--- config.mk ---
export PLATFORM = sky130hd
export DESIGN_NAME = apb_reg_slave
export DESIGN_NICKNAME = d
export VERILOG_FILES = /design/src/rtl/apb_reg_slave.sv
export SDC_FILE = /design/constraint.sdc
export NUM_CORES = 1
export LEC_CHECK = 0
export BUFFER_PORTS_ARGS = -buffer_cell sky130_fd_sc_hd__buf_2
export CAP_MARGIN = 20
export CORE_MARGIN = 8
export CORE_UTILIZATION = 50
export CTS_CLUSTER_SIZE = 8
export DETAILED_ROUTE_END_ITERATION = 7
export HOLD_SLACK_MARGIN = 0.02
export PLACE_DENSITY_LB_ADDON = 0.3
export SLEW_MARGIN = 10
export SYNTH_ARGS = -nofsm -noshare
export SYNTH_HDL_FRONTEND = slang
export SYNTH_SLANG_ARGS = --single-unit
--- constraint.sdc ---
create_clock -name pclk -period 4.6 [get_ports pclk]
set_input_delay 1.38 -clock pclk [delete_from_list [all_inputs] [get_ports pclk]]
set_output_delay 1.38 -clock pclk [all_outputs]
set_load 0.05 [all_outputs]
--- src/rtl/apb_reg_slave.sv ---
// ---------------------------------------------------------------------------
// apb_reg_slave
//   APB slave with DEPTH byte-wide registers and a programmable number of
//   wait states. Each transfer is latched in the setup phase, then walks
//   IDLE -> (WAIT x WAIT_CYCLES) -> READY -> IDLE. Every response output
//   comes straight from a flop, so no combinational path runs from the bus
//   inputs to prdata/pready/pslverr.
//
// Parameters
//   WAIT_CYCLES : wait states before pready (0-15)
//   DEPTH       : number of implemented byte registers (1-16)
//   SEL_NIBBLE  : paddr[7:4] value decoded by this slave
//
// Ports
//   pclk    in   APB clock, rising edge
//   preset  in   asynchronous active-high reset
//   psel    in   slave select
//   penable in   access phase
//   pwrite  in   1 = write, 0 = read
//   paddr   in   [7:4] region, [3:0] register offset
//   pwdata  in   write data
//   prdata  out  read data (0 unless a good read is in READY)
//   pready  out  transfer complete, one cycle
//   pslverr out  error response, only together with pready
// ---------------------------------------------------------------------------
module apb_reg_slave #(
    parameter int         WAIT_CYCLES = 1,
    parameter int         DEPTH       = 12,
    parameter logic [3:0] SEL_NIBBLE  = 4'h0
) (
    input  logic       pclk,
    input  logic       preset,
    input  logic       psel,
    input  logic       penable,
    input  logic       pwrite,
    input  logic [7:0] paddr,
    input  logic [7:0] pwdata,
    output logic [7:0] prdata,
    output logic       pready,
    output logic       pslverr
);

    typedef enum logic [1:0] {
        IDLE  = 2'b00,
        WAIT  = 2'b01,
        READY = 2'b10
    } state_t;

    state_t     state_q, state_d;
    logic [3:0] cnt_q, cnt_d;
    logic [7:0] addr_q, addr_d;
    logic       wr_q, wr_d;
    logic [7:0] wdata_q, wdata_d;
    logic [7:0] mem_q [DEPTH];
    logic [7:0] mem_d [DEPTH];
    logic       pready_q, pready_d;
    logic       pslverr_q, pslverr_d;
    logic [7:0] prdata_q, prdata_d;
    logic [7:0] rd_byte;
    logic       mem_we;

    // Region mismatch or offset beyond the implemented registers.
    function automatic logic addr_err(input logic [7:0] a);
        return (a[7:4] != SEL_NIBBLE) || ({1'b0, a[3:0]} >= 5'(DEPTH));
    endfunction

    always_comb begin
        state_d = state_q;
        cnt_d   = cnt_q;
        addr_d  = addr_q;
        wr_d    = wr_q;
        wdata_d = wdata_q;
        mem_we  = 1'b0;

        case (state_q)
            IDLE: begin
                // penable without a preceding setup phase is ignored here.
                if (psel && !penable) begin
                    addr_d  = paddr;
                    wr_d    = pwrite;
                    wdata_d = pwdata;
                    if (WAIT_CYCLES == 0) begin
                        state_d = READY;
                        cnt_d   = 4'd0;
                    end else begin
                        state_d = WAIT;
                        cnt_d   = 4'(WAIT_CYCLES);
                    end
                end
            end
            WAIT: begin
                if (!psel) begin
                    state_d = IDLE;
                    cnt_d   = 4'd0;
                end else begin
                    cnt_d = cnt_q - 4'd1;
                    if (cnt_q == 4'd1) state_d = READY;
                end
            end
            READY: begin
                // A new setup seen here is dropped; only IDLE accepts one.
                state_d = IDLE;
                if (psel && penable && wr_q && !addr_err(addr_q)) mem_we = 1'b1;
            end
            default: state_d = IDLE;
        endcase

        for (int i = 0; i < DEPTH; i++) begin
            mem_d[i] = mem_q[i];
            if (mem_we && addr_q[3:0] == 4'(i)) mem_d[i] = wdata_q;
        end

        // Read mux looks at the address about to be held in READY. Storage
        // is only written when leaving READY, so it is stable here.
        rd_byte = 8'h00;
        for (int i = 0; i < DEPTH; i++) begin
            if (addr_d[3:0] == 4'(i)) rd_byte = mem_q[i];
        end

        pready_d  = (state_d == READY);
        pslverr_d = pready_d && addr_err(addr_d);
        prdata_d  = (pready_d && !wr_d && !addr_err(addr_d)) ? rd_byte : 8'h00;
    end

    always_ff @(posedge pclk or posedge preset) begin
        if (preset) begin
            state_q   <= IDLE;
            cnt_q     <= 4'd0;
            addr_q    <= 8'h00;
            wr_q      <= 1'b0;
            wdata_q   <= 8'h00;
            pready_q  <= 1'b0;
            pslverr_q <= 1'b0;
            prdata_q  <= 8'h00;
            for (int i = 0; i < DEPTH; i++) mem_q[i] <= 8'h00;
        end else begin
            state_q   <= state_d;
            cnt_q     <= cnt_d;
            addr_q    <= addr_d;
            wr_q      <= wr_d;
            wdata_q   <= wdata_d;
            pready_q  <= pready_d;
            pslverr_q <= pslverr_d;
            prdata_q  <= prdata_d;
            for (int i = 0; i < DEPTH; i++) mem_q[i] <= mem_d[i];
        end
    end

    assign pready  = pready_q;
    assign pslverr = pslverr_q;
    assign prdata  = prdata_q;

endmodule

== Yosys cells after proc, flatten, opt, wreduce, memory -nomap -nowiden ==
Index checks and enable logic that the tools add are counted.
Storage, ports and cells
  register bits after elaboration: 129
  bits in latches: 0
  memory bits (writable): 0
  memory bits (read-only): 0
  bits of input ports: 21
  word-level logic and storage cells: 109
  memories: 0
Operators by class
  add/subtract/negate cells: 1
  multipliers: 0
  divide/modulo/power cells: 0
  $lt $le $gt $ge: 2
  equal/unequal tests: 27
  shifts and indexed selects: 0
  mux-type cells: 26
  bitwise operators: 0
  reductions and logical operators: 33
Operators by type and width (number)
  8-bit 2-to-1 mux: 15
  4-bit by 3-bit equality test with 1-bit output (second input constant): 8
  4-bit equality test (second input constant): 8
  1-bit logical AND: 19
  4-bit by 2-bit equality test with 1-bit output (second input constant): 4
  4-bit by 1-bit equality test with 1-bit output (second input constant): 3
  4-bit greater-or-equal comparator (second input constant): 2
  4-bit zero test: 2
  4-bit 2-to-1 mux: 2
  4-bit case mux with 2 select lines: 1
  4-bit nonzero test: 2
  2-bit 2-to-1 mux: 3
  2-bit equality test (second input constant): 2
  1-bit zero test: 4
  1-bit 2-to-1 mux: 4
  2-bit case mux with 2 select lines: 1
  2-bit AND reduction: 2
  4-bit by 1-bit subtractor with 4-bit output (second input constant): 1
  2-bit by 1-bit equality test with 1-bit output (second input constant): 1
  2-bit zero test: 1
  1-bit logical OR: 2
  2-bit != test (second input constant): 1
  2-bit nonzero test: 1

== Logic depth before layout (Yosys ltp) ==
  depth after elaboration: 18
  mapped depth: 9
  depth with buffers taken out: 7

== Worst setup path after synthesis ==
OpenSTA, ideal clock, no wires.
  path kind: in2reg
  start: in penable
  end: reg prdata_q[2] (netlist: prdata[2])
  setup time: 0.111 ns
  arrival: 3.176 ns
  required time: 4.489 ns
  slack: 1.313 ns
  stages: 6
  cell sequence: nor4b_1 mux2_2 nor4_1 a21boi_2 nand3b_2 a2111oi_2
RTL lines
  from (decl): line 34  | input logic penable,
  1-bit zero test: line 78  | if (psel && !penable) begin
  1-bit logical AND: line 78
  8-bit 2-to-1 mux: line 78
  8-bit 2-to-1 mux: line 75  | case (state_q)
  via addr_d[6]: line 51  | logic [7:0] addr_q, addr_d;
  4-bit nonzero test: line 64  | return (a[7:4] != SEL_NIBBLE) || ({1'b0, a[3:0]} >= 5'(DEPTH));
  1-bit logical OR: line 64
  1-bit zero test: line 122  | prdata_d = (pready_d && !wr_d && !addr_err(addr_d)) ? rd_byte : 8'h00;
  1-bit logical AND: line 122
  8-bit 2-to-1 mux: line 122
  via prdata_d[2]: line 58  | logic [7:0] prdata_q, prdata_d;
  to (signal assigned): line 144  | prdata_q <= prdata_d;
  to (decl): line 58
The timed path passes the listed nets, and every way through them passes these cells.
A chain may end at the register's enable or synchronous reset.

== Final worst setup path ==
  start: in penable
  end: reg prdata_q[2] (netlist: prdata[2])
On the way
  cells in the longest elaborated chain, start to end: 18
RTL lines
  1-bit zero test *: line 78
  1-bit logical AND *: line 78
  8-bit 2-to-1 mux *: line 78
  8-bit 2-to-1 mux *: line 75
  via addr_d[1]: line 51
  4-bit zero test: line 117  | if (addr_d[3:0] == 4'(i)) rd_byte = mem_q[i];
  8-bit 2-to-1 mux (12 in a row): line 117
  8-bit 2-to-1 mux *: line 122
  via prdata_d[2]: line 58
Mark *: on every way through the listed nets, which the timed path passes. The rest lies on a longest branch.

==> results.cfg <==
[grt]
grt_pass1_vias = 4654
grt_pass1_wl_um = 25780
grt_start_max_net_pins = 46
grt_overflow = 0
grt_usage_pct = 20.51
antenna_found_initial = 0

[floorplanning]
chipHeight_um = 128.1
fp-row-count = 41
die-area_um2 = 16400
initial_core_util_pct = 50.39
dieWidth_um = 128.1
core_area_um2 = 12470
ios = 31

[logic_synthesis]
synthSimpleGateAreaFrac_pct = 13.53
synthTopCellsByArea = dfrtp_1 (51%), mux2_2 (19%), nand2_1 (3.5%), mux2i_1 (1.6%), o22a_1 (1.4%)
synth_edf_count = 0
synth_xor_xnor_area_share_pct = 0
ys_warn_count = 0
syn_area_um2 = 6281
synth_top_family_by_area = multiplexers
netlist.area_leader.share_pct = 51.39
synth_cells = 535
synth-compound-area-share_pct = 10.20
synth_top_area_cell = dfrtp_1
synth_fa_ha_area_share_pct = 0.3984
synth_mux_area_share_pct = 21.41
seq_area_frac_synth_pct = 51.39
async_flop_share_pct = 100.0
synth_ff_type = dfrtp_1
syn_avg_cell_area_um2 = 11.74
ys_seq_elements = 129
syn_nets = 558
synthDistinctLibCells = 57

[clock_network]
cts_max_level = 4
clk_pin_slew_ps = 60
cts.sinks = 129
cts_tree = done
postCtsSetupBuffers = 0
cts_resized = 0
cts_hold_buf = 0
insertion_delay_ps = 420
cts_buffer_depth = 2
cts_buffers = 17
cts_root_buf = clkbuf_16

[placement]
io_buffers = 30
gp_congestion = 0.8857
hpwlAfterDp_um = 10700
dp_cells = 719

[routing]
vias = 4458
firstDrtPassIters = 5
drc = 0
avgRoutedWirePerCell_um = 20.91
wl_met1_um = 6707
wl_um = 15730
top_layer = met4
via_per_inst = 5.928
drt_iter0_markers = 431
met3_length_um = 958
wl_met2_um = 7757
drtAntennaViolNets = 0

[sta]
setup_tns_ps = 0
finalCritPeriodShare_pct = 75.21
slew_violations = 0
hold_ws_ps = 504.4
tightest_slew_ps = 1047
setup_viol = 0
max_freq_ghz = 0.2890
fin_skew_ps = 6.709
period_needed_ps = 3460
hold_viol_final = 0
slew_headroom_pct = 29.29
grt_setup_unrepaired = false

[critical_path]
worstPathCellList = buf_2, or4b_1, buf_4, mux2i_4, clkinv_1, nand2_2, o22ai_1, a2111oi_2
cp_slowest_cell = or4b_1
r2r-start = state_q[1]
ff2ff_setup_slack_ps = 1760
max_stage_delay_ps = 510
required_ps = 4910
worstSetupEndpointType = flip-flop
cp_max_fo = 37
cp_top_family = simple AND/OR/NAND/NOR gates
r2r-end = prdata[2]
rr_worst_depth = 7
crit_type = in2reg
cp_num_cells = 8
cp-start-kind = input pin
crit_buf_inv = 3
arrival_ps = 3770

[cells_and_area]
syn_to_final_growth_pct = 15.30
stdcell_count = 752
final_util_pct = 58.10
n_fill_cell = 1042
layout.nets = 590
antenna_cells = 0
drive_gt1_share_pct = 35.34

[flow_run]
max_cap_violations = 0

[worst_hold_path]
min_to = mem_q[25]
hold_path_class = reg2reg
hold_depth = 1
min-delay-start = mem_q[25]

[power]
switching_share_pct = 33.20
combinationalPowerShare_pct = 21.5
p_leak_nw = 3.396
peakVddDrop_v = 0.0002738
pwr-share-clk_pct = 38.1
power_frac_seq_pct = 40.4
intPower_mw = 2.379
p_sw_mw = 1.182
power_density_nw_per_um2 = 491.7
power_mw = 3.561

[run_status]
status = complete, no violations
[area by class of cell]
type	count	area (um^2)	area share, %
well taps	172	215.2	2.972
flip-flops and latches	129	3228	44.58
multi-input cells	363	2867	39.58
repair buffers	41	270.3	3.732
clock buffers	24	501.7	6.928
clock inverters	8	100.1	1.382
inverters	15	60.06	0.8293
[Yosys cell counts, types with 2 or more instances]
| cell | number |
|---|---|
| dfrtp_1 | 129 |
| mux2_2 | 106 |
| nand2_1 | 58 |
| clkbuf_1 | 19 |
| nor2_1 | 19 |
| a21oi_1 | 16 |
| inv_1 | 13 |
| o21ai_0 | 13 |
| mux2i_1 | 10 |
| o22a_1 | 10 |
| o22ai_1 | 9 |
| a22oi_1 | 8 |
| nor2_2 | 8 |
| nor4bb_1 | 8 |
| nor2b_1 | 7 |
| nor4b_1 | 7 |
| a211oi_1 | 6 |
| nor3_1 | 6 |
| o221ai_1 | 6 |
| nand2b_1 | 5 |
| nor3b_1 | 5 |
| nor4_1 | 5 |
| a221oi_1 | 4 |
| a31oi_1 | 4 |
| buf_2 | 4 |
| nand3_1 | 4 |
| nor2_4 | 4 |
| a2111oi_2 | 3 |
| a311oi_1 | 3 |
| buf_6 | 3 |
| nand4b_1 | 3 |
| and2b_2 | 2 |
| and3_1 | 2 |
| ha_1 | 2 |
| o21ai_1 | 2 |
[sequential cells by signal, indices dropped and copies added, names as in the netlist]
name,count
cnt_q,4
pready,1
mem_q,96
prdata,8
wdata_q,8
pslverr,1
addr_q,8
state_q,2
wr_q,1
[logic make-up after synthesis]
logic type	count (synthesis)
flip-flops	129
AND/OR/NAND/NOR	152
AO/OA/AOI/OAI	90
multiplexers	119
adder cells (fa/ha/maj)	2
buffers and inverters	43
[layout by cell type, fill, tap and decap left out, types with 9 or more instances in the layout]
cell and n:
clkbuf_16 17, nor2_1 19, mux2i_1 10, buf_2 30, dfrtp_1 129, inv_1 12, a21oi_1 16, o22ai_1 9
o22a_1 10, mux2_2 106, o21ai_0 13, nand2_1 58
[worst max path at each step]
stage	startpoint	to	slack (ps)
global placement	penable	prdata[2]	840
global route	penable	prdata[0]	1000
finish	penable	prdata[2]	1140
detailed placement	penable	prdata[2]	720
CTS	penable	prdata[2]	1180
floorplan	penable	prdata[2]	1310
[through the flow]
step	worst slack, ps	cell area (um^2)
floorplan	1313	6285
global placement	840.7	6620
detailed placement	721.7	6620
CTS	1180	7222
global route	997.0	7242
finish	1140	7242
[power groups by stage]
stage | logic [mW] | registers [mW] | clock network (mW)
after detailed placement | 0.746 | 1.45 | 0
after floorplan | 0.631 | 1.30 | 0
after CTS | 0.756 | 1.43 | 1.37
after global placement | 0.729 | 1.44 | 0
final | 0.766 | 1.44 | 1.36
after global routing | 0.830 | 1.46 | 1.43
[per-layer routing]
layer / vias up / track usage (%)
met3: 27 / 5.865
met4: 0 / 8.671
met5: - / 0
li1: 2021 / -
met1: 2282 / 25.35
met2: 128 / 32.92
Power figures use the tool's default switching activity.
